==> src/rtl/inactivity_watchdog_if.sv <==
// Signal bundle between the inactivity watchdog, the session controller and
// the upstream 1 ms timer; the slave modport is the watchdog's view.
interface inactivity_watchdog_if;
  logic       arm;
  logic       kick;
  logic       tick_1ms;
  logic       timer_en;
  logic       warn;
  logic       expire;
  logic [7:0] remaining;
  logic [9:0] ms_count;

  modport master (
    output arm, kick, tick_1ms,
    input  timer_en, warn, expire, remaining, ms_count
  );

  modport slave (
    input  arm, kick, tick_1ms,
    output timer_en, warn, expire, remaining, ms_count
  );
endinterface

==> src/rtl/inactivity_watchdog.sv <==
// Session inactivity watchdog: folds 1 ms timer pulses into seconds, counts down
// the inactivity window, warns near the end and pulses expire once on timeout.
module inactivity_watchdog #(
  parameter int MS_PER_SEC  = 1000,
  parameter int TIMEOUT_SEC = 15,
  parameter int WARN_SEC    = 5
) (
  input  logic                  clk,
  input  logic                  rst,
  inactivity_watchdog_if.slave  bus
);

  localparam logic [9:0] MS_LAST  = 10'(MS_PER_SEC - 1);
  localparam logic [7:0] TIMEOUT  = 8'(TIMEOUT_SEC);
  localparam logic [7:0] WARN_LIM = 8'(WARN_SEC);

  typedef enum logic [1:0] {IDLE, RUN, WARN, EXPIRED} state_t;

  state_t     r_state, w_state_next;
  logic       r_tick_q;
  logic       r_timer_en, w_timer_en_next;
  logic       r_warn, w_warn_next;
  logic       r_expire, w_expire_next;
  logic [7:0] r_remaining, w_remaining_next;
  logic [9:0] r_ms_count, w_ms_count_next;
  logic       w_tick_edge;
  logic [7:0] w_rem_dec;

  // A stuck-high TimeOut must count only once, so only rising edges advance.
  assign w_tick_edge = bus.tick_1ms & ~r_tick_q;
  assign w_rem_dec   = r_remaining - 8'd1;

  always_comb begin
    w_state_next     = r_state;
    w_timer_en_next  = r_timer_en;
    w_warn_next      = r_warn;
    w_expire_next    = 1'b0;
    w_remaining_next = r_remaining;
    w_ms_count_next  = r_ms_count;
    case (r_state)
      IDLE: begin
        w_remaining_next = TIMEOUT;
        w_ms_count_next  = '0;
        w_warn_next      = 1'b0;
        w_timer_en_next  = 1'b0;
        if (bus.arm) begin
          w_state_next    = RUN;
          w_timer_en_next = 1'b1;
        end
      end
      RUN, WARN: begin
        w_timer_en_next = 1'b1;
        if (!bus.arm) begin
          w_state_next     = IDLE;
          w_remaining_next = TIMEOUT;
          w_ms_count_next  = '0;
          w_timer_en_next  = 1'b0;
          w_warn_next      = 1'b0;
        end else if (bus.kick) begin
          // Dropping the enable for one cycle restarts the upstream ms counter.
          w_state_next     = RUN;
          w_remaining_next = TIMEOUT;
          w_ms_count_next  = '0;
          w_timer_en_next  = 1'b0;
          w_warn_next      = 1'b0;
        end else if (w_tick_edge) begin
          if (r_ms_count < MS_LAST) begin
            w_ms_count_next = r_ms_count + 10'd1;
          end else begin
            w_ms_count_next = '0;
            if (r_remaining != 8'd0) begin
              w_remaining_next = w_rem_dec;
              if (w_rem_dec == 8'd0) begin
                w_state_next    = EXPIRED;
                w_expire_next   = 1'b1;
                w_timer_en_next = 1'b0;
                w_warn_next     = 1'b0;
              end else if (w_rem_dec <= WARN_LIM) begin
                w_state_next = WARN;
                w_warn_next  = 1'b1;
              end
            end
          end
        end
      end
      EXPIRED: begin
        w_timer_en_next  = 1'b0;
        w_warn_next      = 1'b0;
        w_remaining_next = '0;
        w_ms_count_next  = '0;
        if (!bus.arm) begin
          w_state_next     = IDLE;
          w_remaining_next = TIMEOUT;
        end
      end
      default: begin
        w_state_next     = IDLE;
        w_remaining_next = TIMEOUT;
        w_ms_count_next  = '0;
        w_timer_en_next  = 1'b0;
        w_warn_next      = 1'b0;
      end
    endcase
  end

  always_ff @(posedge clk) begin
    if (!rst) begin
      r_state     <= IDLE;
      r_tick_q    <= 1'b0;
      r_timer_en  <= 1'b0;
      r_warn      <= 1'b0;
      r_expire    <= 1'b0;
      r_remaining <= TIMEOUT;
      r_ms_count  <= '0;
    end else begin
      r_state     <= w_state_next;
      r_tick_q    <= bus.tick_1ms;
      r_timer_en  <= w_timer_en_next;
      r_warn      <= w_warn_next;
      r_expire    <= w_expire_next;
      r_remaining <= w_remaining_next;
      r_ms_count  <= w_ms_count_next;
    end
  end

  assign bus.timer_en  = r_timer_en;
  assign bus.warn      = r_warn;
  assign bus.expire    = r_expire;
  assign bus.remaining = r_remaining;
  assign bus.ms_count  = r_ms_count;

endmodule
==> src/flat_wrapper.sv <==
// flat-port wrapper written by rule: the top's interface ports become plain ports
module inactivity_watchdog_flat 
#(
  parameter int MS_PER_SEC  = 1000,
  parameter int TIMEOUT_SEC = 15,
  parameter int WARN_SEC    = 5
)
  (clk, rst, bus_arm, bus_kick, bus_tick_1ms, bus_timer_en, bus_warn, bus_expire, bus_remaining, bus_ms_count);
  inactivity_watchdog_if bus_i ();
  input  logic clk;
  input  logic rst;
  input wire logic [$bits(bus_i.arm)-1:0] bus_arm;
  input wire logic [$bits(bus_i.kick)-1:0] bus_kick;
  input wire logic [$bits(bus_i.tick_1ms)-1:0] bus_tick_1ms;
  output wire logic [$bits(bus_i.timer_en)-1:0] bus_timer_en;
  output wire logic [$bits(bus_i.warn)-1:0] bus_warn;
  output wire logic [$bits(bus_i.expire)-1:0] bus_expire;
  output wire logic [$bits(bus_i.remaining)-1:0] bus_remaining;
  output wire logic [$bits(bus_i.ms_count)-1:0] bus_ms_count;
  assign bus_i.arm = bus_arm;
  assign bus_i.kick = bus_kick;
  assign bus_i.tick_1ms = bus_tick_1ms;
  assign bus_timer_en = bus_i.timer_en;
  assign bus_warn = bus_i.warn;
  assign bus_expire = bus_i.expire;
  assign bus_remaining = bus_i.remaining;
  assign bus_ms_count = bus_i.ms_count;
  inactivity_watchdog #(.MS_PER_SEC(MS_PER_SEC), .TIMEOUT_SEC(TIMEOUT_SEC), .WARN_SEC(WARN_SEC)) u_core (.clk(clk), .rst(rst), .bus(bus_i));
endmodule
==> config.mk <==
export PLATFORM = sky130hd
export DESIGN_NAME = inactivity_watchdog_flat
export DESIGN_NICKNAME = d
export VERILOG_FILES = /design/src/rtl/inactivity_watchdog_if.sv /design/src/rtl/inactivity_watchdog.sv /design/src/flat_wrapper.sv
export SDC_FILE = /design/constraint.sdc
export NUM_CORES = 1
export LEC_CHECK = 0
export CORE_MARGIN = 1
export CORE_UTILIZATION = 30
export DETAILED_ROUTE_END_ITERATION = 10
export HOLD_SLACK_MARGIN = 0.05
export SLEW_MARGIN = 5
export SYNTH_ARGS = -nofsm -noshare
export SYNTH_HDL_FRONTEND = slang
export SYNTH_SLANG_ARGS = --single-unit
export TNS_END_PERCENT = 5
==> constraint.sdc <==
create_clock -name clk -period 2.65 [get_ports clk]
set_clock_uncertainty 0.05 [all_clocks]
set_input_delay 0.6625 -clock clk [delete_from_list [all_inputs] [get_ports clk]]
set_output_delay 0.6625 -clock clk [all_outputs]
set_load 0.005 [all_outputs]
; ---- Word-level counts from Yosys, hierarchy flattened
; Cells that the tools add are included.
[totals]
inputBits = 5
output_inout_bits = 21
reg_bits = 24
word_cells = 75
[classes]
eq_ne = 9
mux = 39
magnitude_cmp = 2
n_addsub = 2
n_reduce_logical = 9
bitwise_logic = 7
[ops]
columns = cell, n
row1 = 10-bit 2-to-1 mux, 4
row2 = 8-bit 2-to-1 mux, 5
row3 = 8-bit case mux with 3 select lines, 1
row4 = 10-bit case mux with 2 select lines, 1
row5 = 2-bit 2-to-1 mux, 9
row6 = 1-bit 2-to-1 mux, 15
row7 = 10-bit by 1-bit adder with 10-bit output (second input constant), 1
row8 = 10-bit < comparator (second input constant), 1
row9 = 8-bit by 3-bit less-or-equal comparator with 1-bit output (second input constant), 1
row10 = 8-bit logical NOT, 1
row11 = 4-bit by 3-bit inequality test with 1-bit output (second input constant), 2
row12 = 8-bit nonzero test, 1
row13 = 8-bit by 1-bit subtractor with 8-bit output (second input constant), 1
row14 = 7-bit OR reduction, 1
row15 = 1-bit NOT, 6
row16 = 2-bit case mux with 3 select lines, 1
row17 = 6-bit AND reduction, 1
row18 = 5-bit by 3-bit inequality test with 1-bit output (second input constant), 1
row19 = 2-bit == test (second input constant), 2
row20 = 4-bit 2-to-1 mux, 1
row21 = 2-bit inequality test (second input constant), 2
row22 = 4-bit inequality test (second input constant), 1
row23 = 4-bit AND reduction, 1
row24 = 2-bit OR reduction, 2
row25 = other kinds (6), 6

; ---- Logic depth before layout (Yosys ltp)
; Gate-level depths: netlist of run 1.
[logic_depth]
word_depth = 10
depth_mapped = 9
mapped_depth_nobuf = 8

; ---- Least setup slack after synthesis of run 1
; OpenSTA, ideal clock, no wires.
[synth_path]
path_kind = input-to-reg
start = in bus_tick_1ms
end = reg u_core.r_remaining[6], in the netlist u_core.bus.remaining[6]
arrival_ns = 1.969
setup_time_ns = 0.071
required_time_ns = 2.529
path_slack_ns = 0.561
cell_stages = 6
cell_sequence = nor2b_1 > nand4_1 > or2_1 > buf_6 > or4_1 > a21oi_1
[synth_between]
elab_chain_len = 3
[synth_lines]
columns = element, line
row1 = from (decl), flat_wrapper.sv:14  ; input wire logic [$bits(bus_i.tick_1ms)-1:0] bus_tick_1ms;
row2 = 1-bit bitwise AND, inactivity_watchdog.sv:30  ; assign w_tick_edge = bus.tick_1ms & ~r_tick_q;
row3 = 4-bit by 3-bit inequality test with 1-bit output (no line), n/a
row4 = 3-bit AND reduction (no line), n/a
row5 = to (signal assigned), inactivity_watchdog.sv:121  ; r_remaining <= w_remaining_next;
row6 = to (decl), inactivity_watchdog.sv:24  ; logic [7:0] r_remaining, w_remaining_next;
; Every way passes these cells.
; A chain may end at the register's enable or synchronous reset.

; ---- Final worst setup path of run 1
[layout_path]
start = in bus_tick_1ms
end = reg u_core.r_remaining[4], in the netlist u_core.bus.remaining[4]
; The elaborated chain is that of the path after synthesis.

==> results of run 1 <==
-- flip-flops by register name (all words and copies together), names as in the netlist --
register / flops
u_core.bus.ms_count: 10
u_core.bus.remaining: 8
u_core.bus.warn: 1
u_core.bus.timer_en: 1
u_core.bus.expire: 1
u_core.r_tick_q: 1
u_core.r_state: 2
-- placed cells by master (no fill, tap or decap), drive strengths merged, types with 2 or more instances in the layout --
| master | n |
|---|---|
| ha | 8 |
| nor3b | 2 |
| a31oi | 3 |
| a21oi | 15 |
| buf | 8 |
| and3 | 4 |
| xor2 | 5 |
| clkbuf | 3 |
| xnor2 | 3 |
| nand2 | 13 |
| nand3 | 12 |
| o21bai | 2 |
| clkdlybuf4s50 | 25 |
| nand2b | 3 |
| nor3 | 10 |
| or4b | 2 |
| dfxtp | 24 |
| nand4 | 4 |
| nor2b | 3 |
| o21ai | 12 |
| inv | 7 |
| nor2 | 24 |
-- power by group through the flow --
stage / logic (uW) / clock network [uW] / registers, uW
global route: 128 / 354 / 381
global placement: 114 / 0 / 387
finish: 116 / 324 / 379
CTS: 116 / 331 / 379
detailed placement: 115 / 0 / 387
floorplan: 73.6 / 0 / 386
-- final cells by class --
type | instances | share of cell area
clock buffer | 3 | 0.0226
clock inverter | 1 | 0.0164
multi-input combinational | 144 | 0.479
timing repair buffer | 33 | 0.170
tap | 52 | 0.0356
sequential | 24 | 0.263
inverter | 7 | 0.0144
-- metrics by stage --
stage	area, um^2	utilization	worst slack [ns]
2_1_floorplan	1420	-	0.561
3_3_place_gp	1760	0.396	0.105
3_5_place_dp	1760	0.396	0.0765
4_1_cts	1830	0.412	0.358
5_1_grt	1830	0.412	0.215
6_report	1830	0.412	0.357
-- final timing paths --
check / from / end / slack [ns] / cells past startpoint
max reg2reg: u_core.bus.remaining[1]$_SDFFE_PN1P_ / u_core.r_state[0]$_SDFFE_PN0P_ / 0.40 / 8
max: bus_tick_1ms / u_core.bus.remaining[4]$_SDFFE_PN0P_ / 0.36 / 6
min reg2reg: u_core.bus.ms_count[1]$_SDFFE_PN0P_ / u_core.bus.ms_count[1]$_SDFFE_PN0P_ / 0.46 / 2
min: u_core.bus.ms_count[1]$_SDFFE_PN0P_ / u_core.bus.ms_count[1]$_SDFFE_PN0P_ / 0.46 / 2
-- cells by family after synthesis --
family,Yosys count,share of synthesized area
simple gates,85,0.303
fa+ha+maj,8,0.0705
flops,24,0.338
mux,1,0.00793
buf+inv,13,0.0449
xor+xnor,8,0.0493
compound gates,42,0.186
-- metal layers --
metal | part of all wire | wire length (um) | up-vias
li1 | - | - | 716
met5 | 0 | 0 | -
met1 | 0.51 | 1720 | 628
met3 | 0.031 | 103 | 2
met2 | 0.45 | 1500 | 32
met4 | 0.010 | 34 | 0
-- critical path, cell delays in order --
cell and delay [ns]:
clkdlybuf4s50_1 0.49, nor2b_1 0.18, nand4_1 0.15, or2_1 0.34
or4b_1 0.49, a21oi_1 0.14
==> metrics.txt, run 1 <==
Clock power frac=0.396; antenna violations before repair=0; busiest metal layer after global routing=met2; max-cap violation count=0; area share of the largest cell type after synthesis=0.338; sequential share of the synthesized area=0.338; fraction of power spent switching nets=0.239; sum of negative setup slack=0 ns; Logic pwr share=0.142; register area=480 um^2; asr flop ratio synth=0; num rows=24; CTS tree=yes; #FFs+latches synth=24; HP Class=reg -> reg; ant diodes=0; Synthesized Nets=approximately 190; Gate Count Post-Synth=181; Layout area overhead=28.8%; Final Net Count=226; Post-synth EDFFs=0; met2 Use GR=0.216; cts repair resizes=0; placed insts=260; GRT Util Overall=0.139; Slew headroom=0.735; status=finished clean; non-filler instance count after layout=264; WHS=0.460 ns; hpwl dp=approximately 2500 um; via count of the first global-routing pass=around 1,200; Arrival @ worst endpoint=2.44 ns; gp weighted congestion=0.764; initial core utilization=0.320; wire length per cell=12.7 um; Int Pwr=623 uW; synthesized area=~1400 um^2; later-pin clock latency in the skew report=about 0.26 ns; Post CTS Setup Buffer Count=0; CTS Buf Count=3; Filler cells=476; initial DRC count=72; # DRC=0; Clock Path Buffers=2; Critical Path RT=2.80 ns; RSZ-0062 raised after global routing=false; f_max=436 MHz; # port buffers=25; via count=1,378; sequential group share of total power=0.462; LEAKAGE=0.000663 uW; worst-margin pin slew=0.393 ns; Tcrit/Tclk final=0.865; drt first pass iters=4; Startpoint Class=input port; die height=70.8 um; Tmin final=around 2.3 ns; Hold Fails Final Rpt=0; syn_area_per_cell=7.85 um^2; layout cells sized above 1=0.0708; GRT met1 Usage=0.196; boundary pin count=26; met3 usage=0.0214; Routed WL=3360 um; Synth area leader=dfxtp_1; Synth Flop Type=dfxtp_1; Synth cell types=41; P_sw=196 uW; Pins Over Slew Limit=0; Routed Antenna Nets=0; Max IR drop VDD=184 uV; Sink Count=24; hold buffer count at cts=0; Critical Path Sink Type=register; Pwr Total=819 uW; first-pass GRT wire length=between 5000 and 6000 um; yosys warns=0; top cells by area, synth=dfxtp_1 (34%), ha_1 (7.0%), nor2_1 (6.3%); clock-pin slew on the worst setup and hold paths=0.09 ns; pwr dens=448 nW/um^2; Final setup viols=0; Setup CP Type=in -> reg; Worst Path Max Fanout=7; total global routing overflow=0; multi-input logic area=slightly below 900 um^2; Die Footprint=5010 um^2; Vias/cell=between 5 and 6; synth cell count leaders=dfxtp_1 (24), nor2_1 (24), a21oi_1 (15); Die Wd=70.8 um; Root Driver=clkbuf_8; H-tree depth=1; largest net degree at the start of global routing=15; core area=4440 um^2
Power figures use the tool's default switching activity.
==> run 2, diff against run 1 <==
--- a/config.mk
+++ b/config.mk
@@ -7,8 +7,10 @@
 export LEC_CHECK = 0
 export CORE_MARGIN = 1
 export CORE_UTILIZATION = 30
+export CTS_CLUSTER_SIZE = 20
 export DETAILED_ROUTE_END_ITERATION = 10
 export HOLD_SLACK_MARGIN = 0.05
+export SETUP_SLACK_MARGIN = 0.05
 export SLEW_MARGIN = 5
 export SYNTH_ARGS = -nofsm -noshare
 export SYNTH_HDL_FRONTEND = slang
==> results of run 2 <==
Final layout, timing and power as in run 1 (identical DEF).
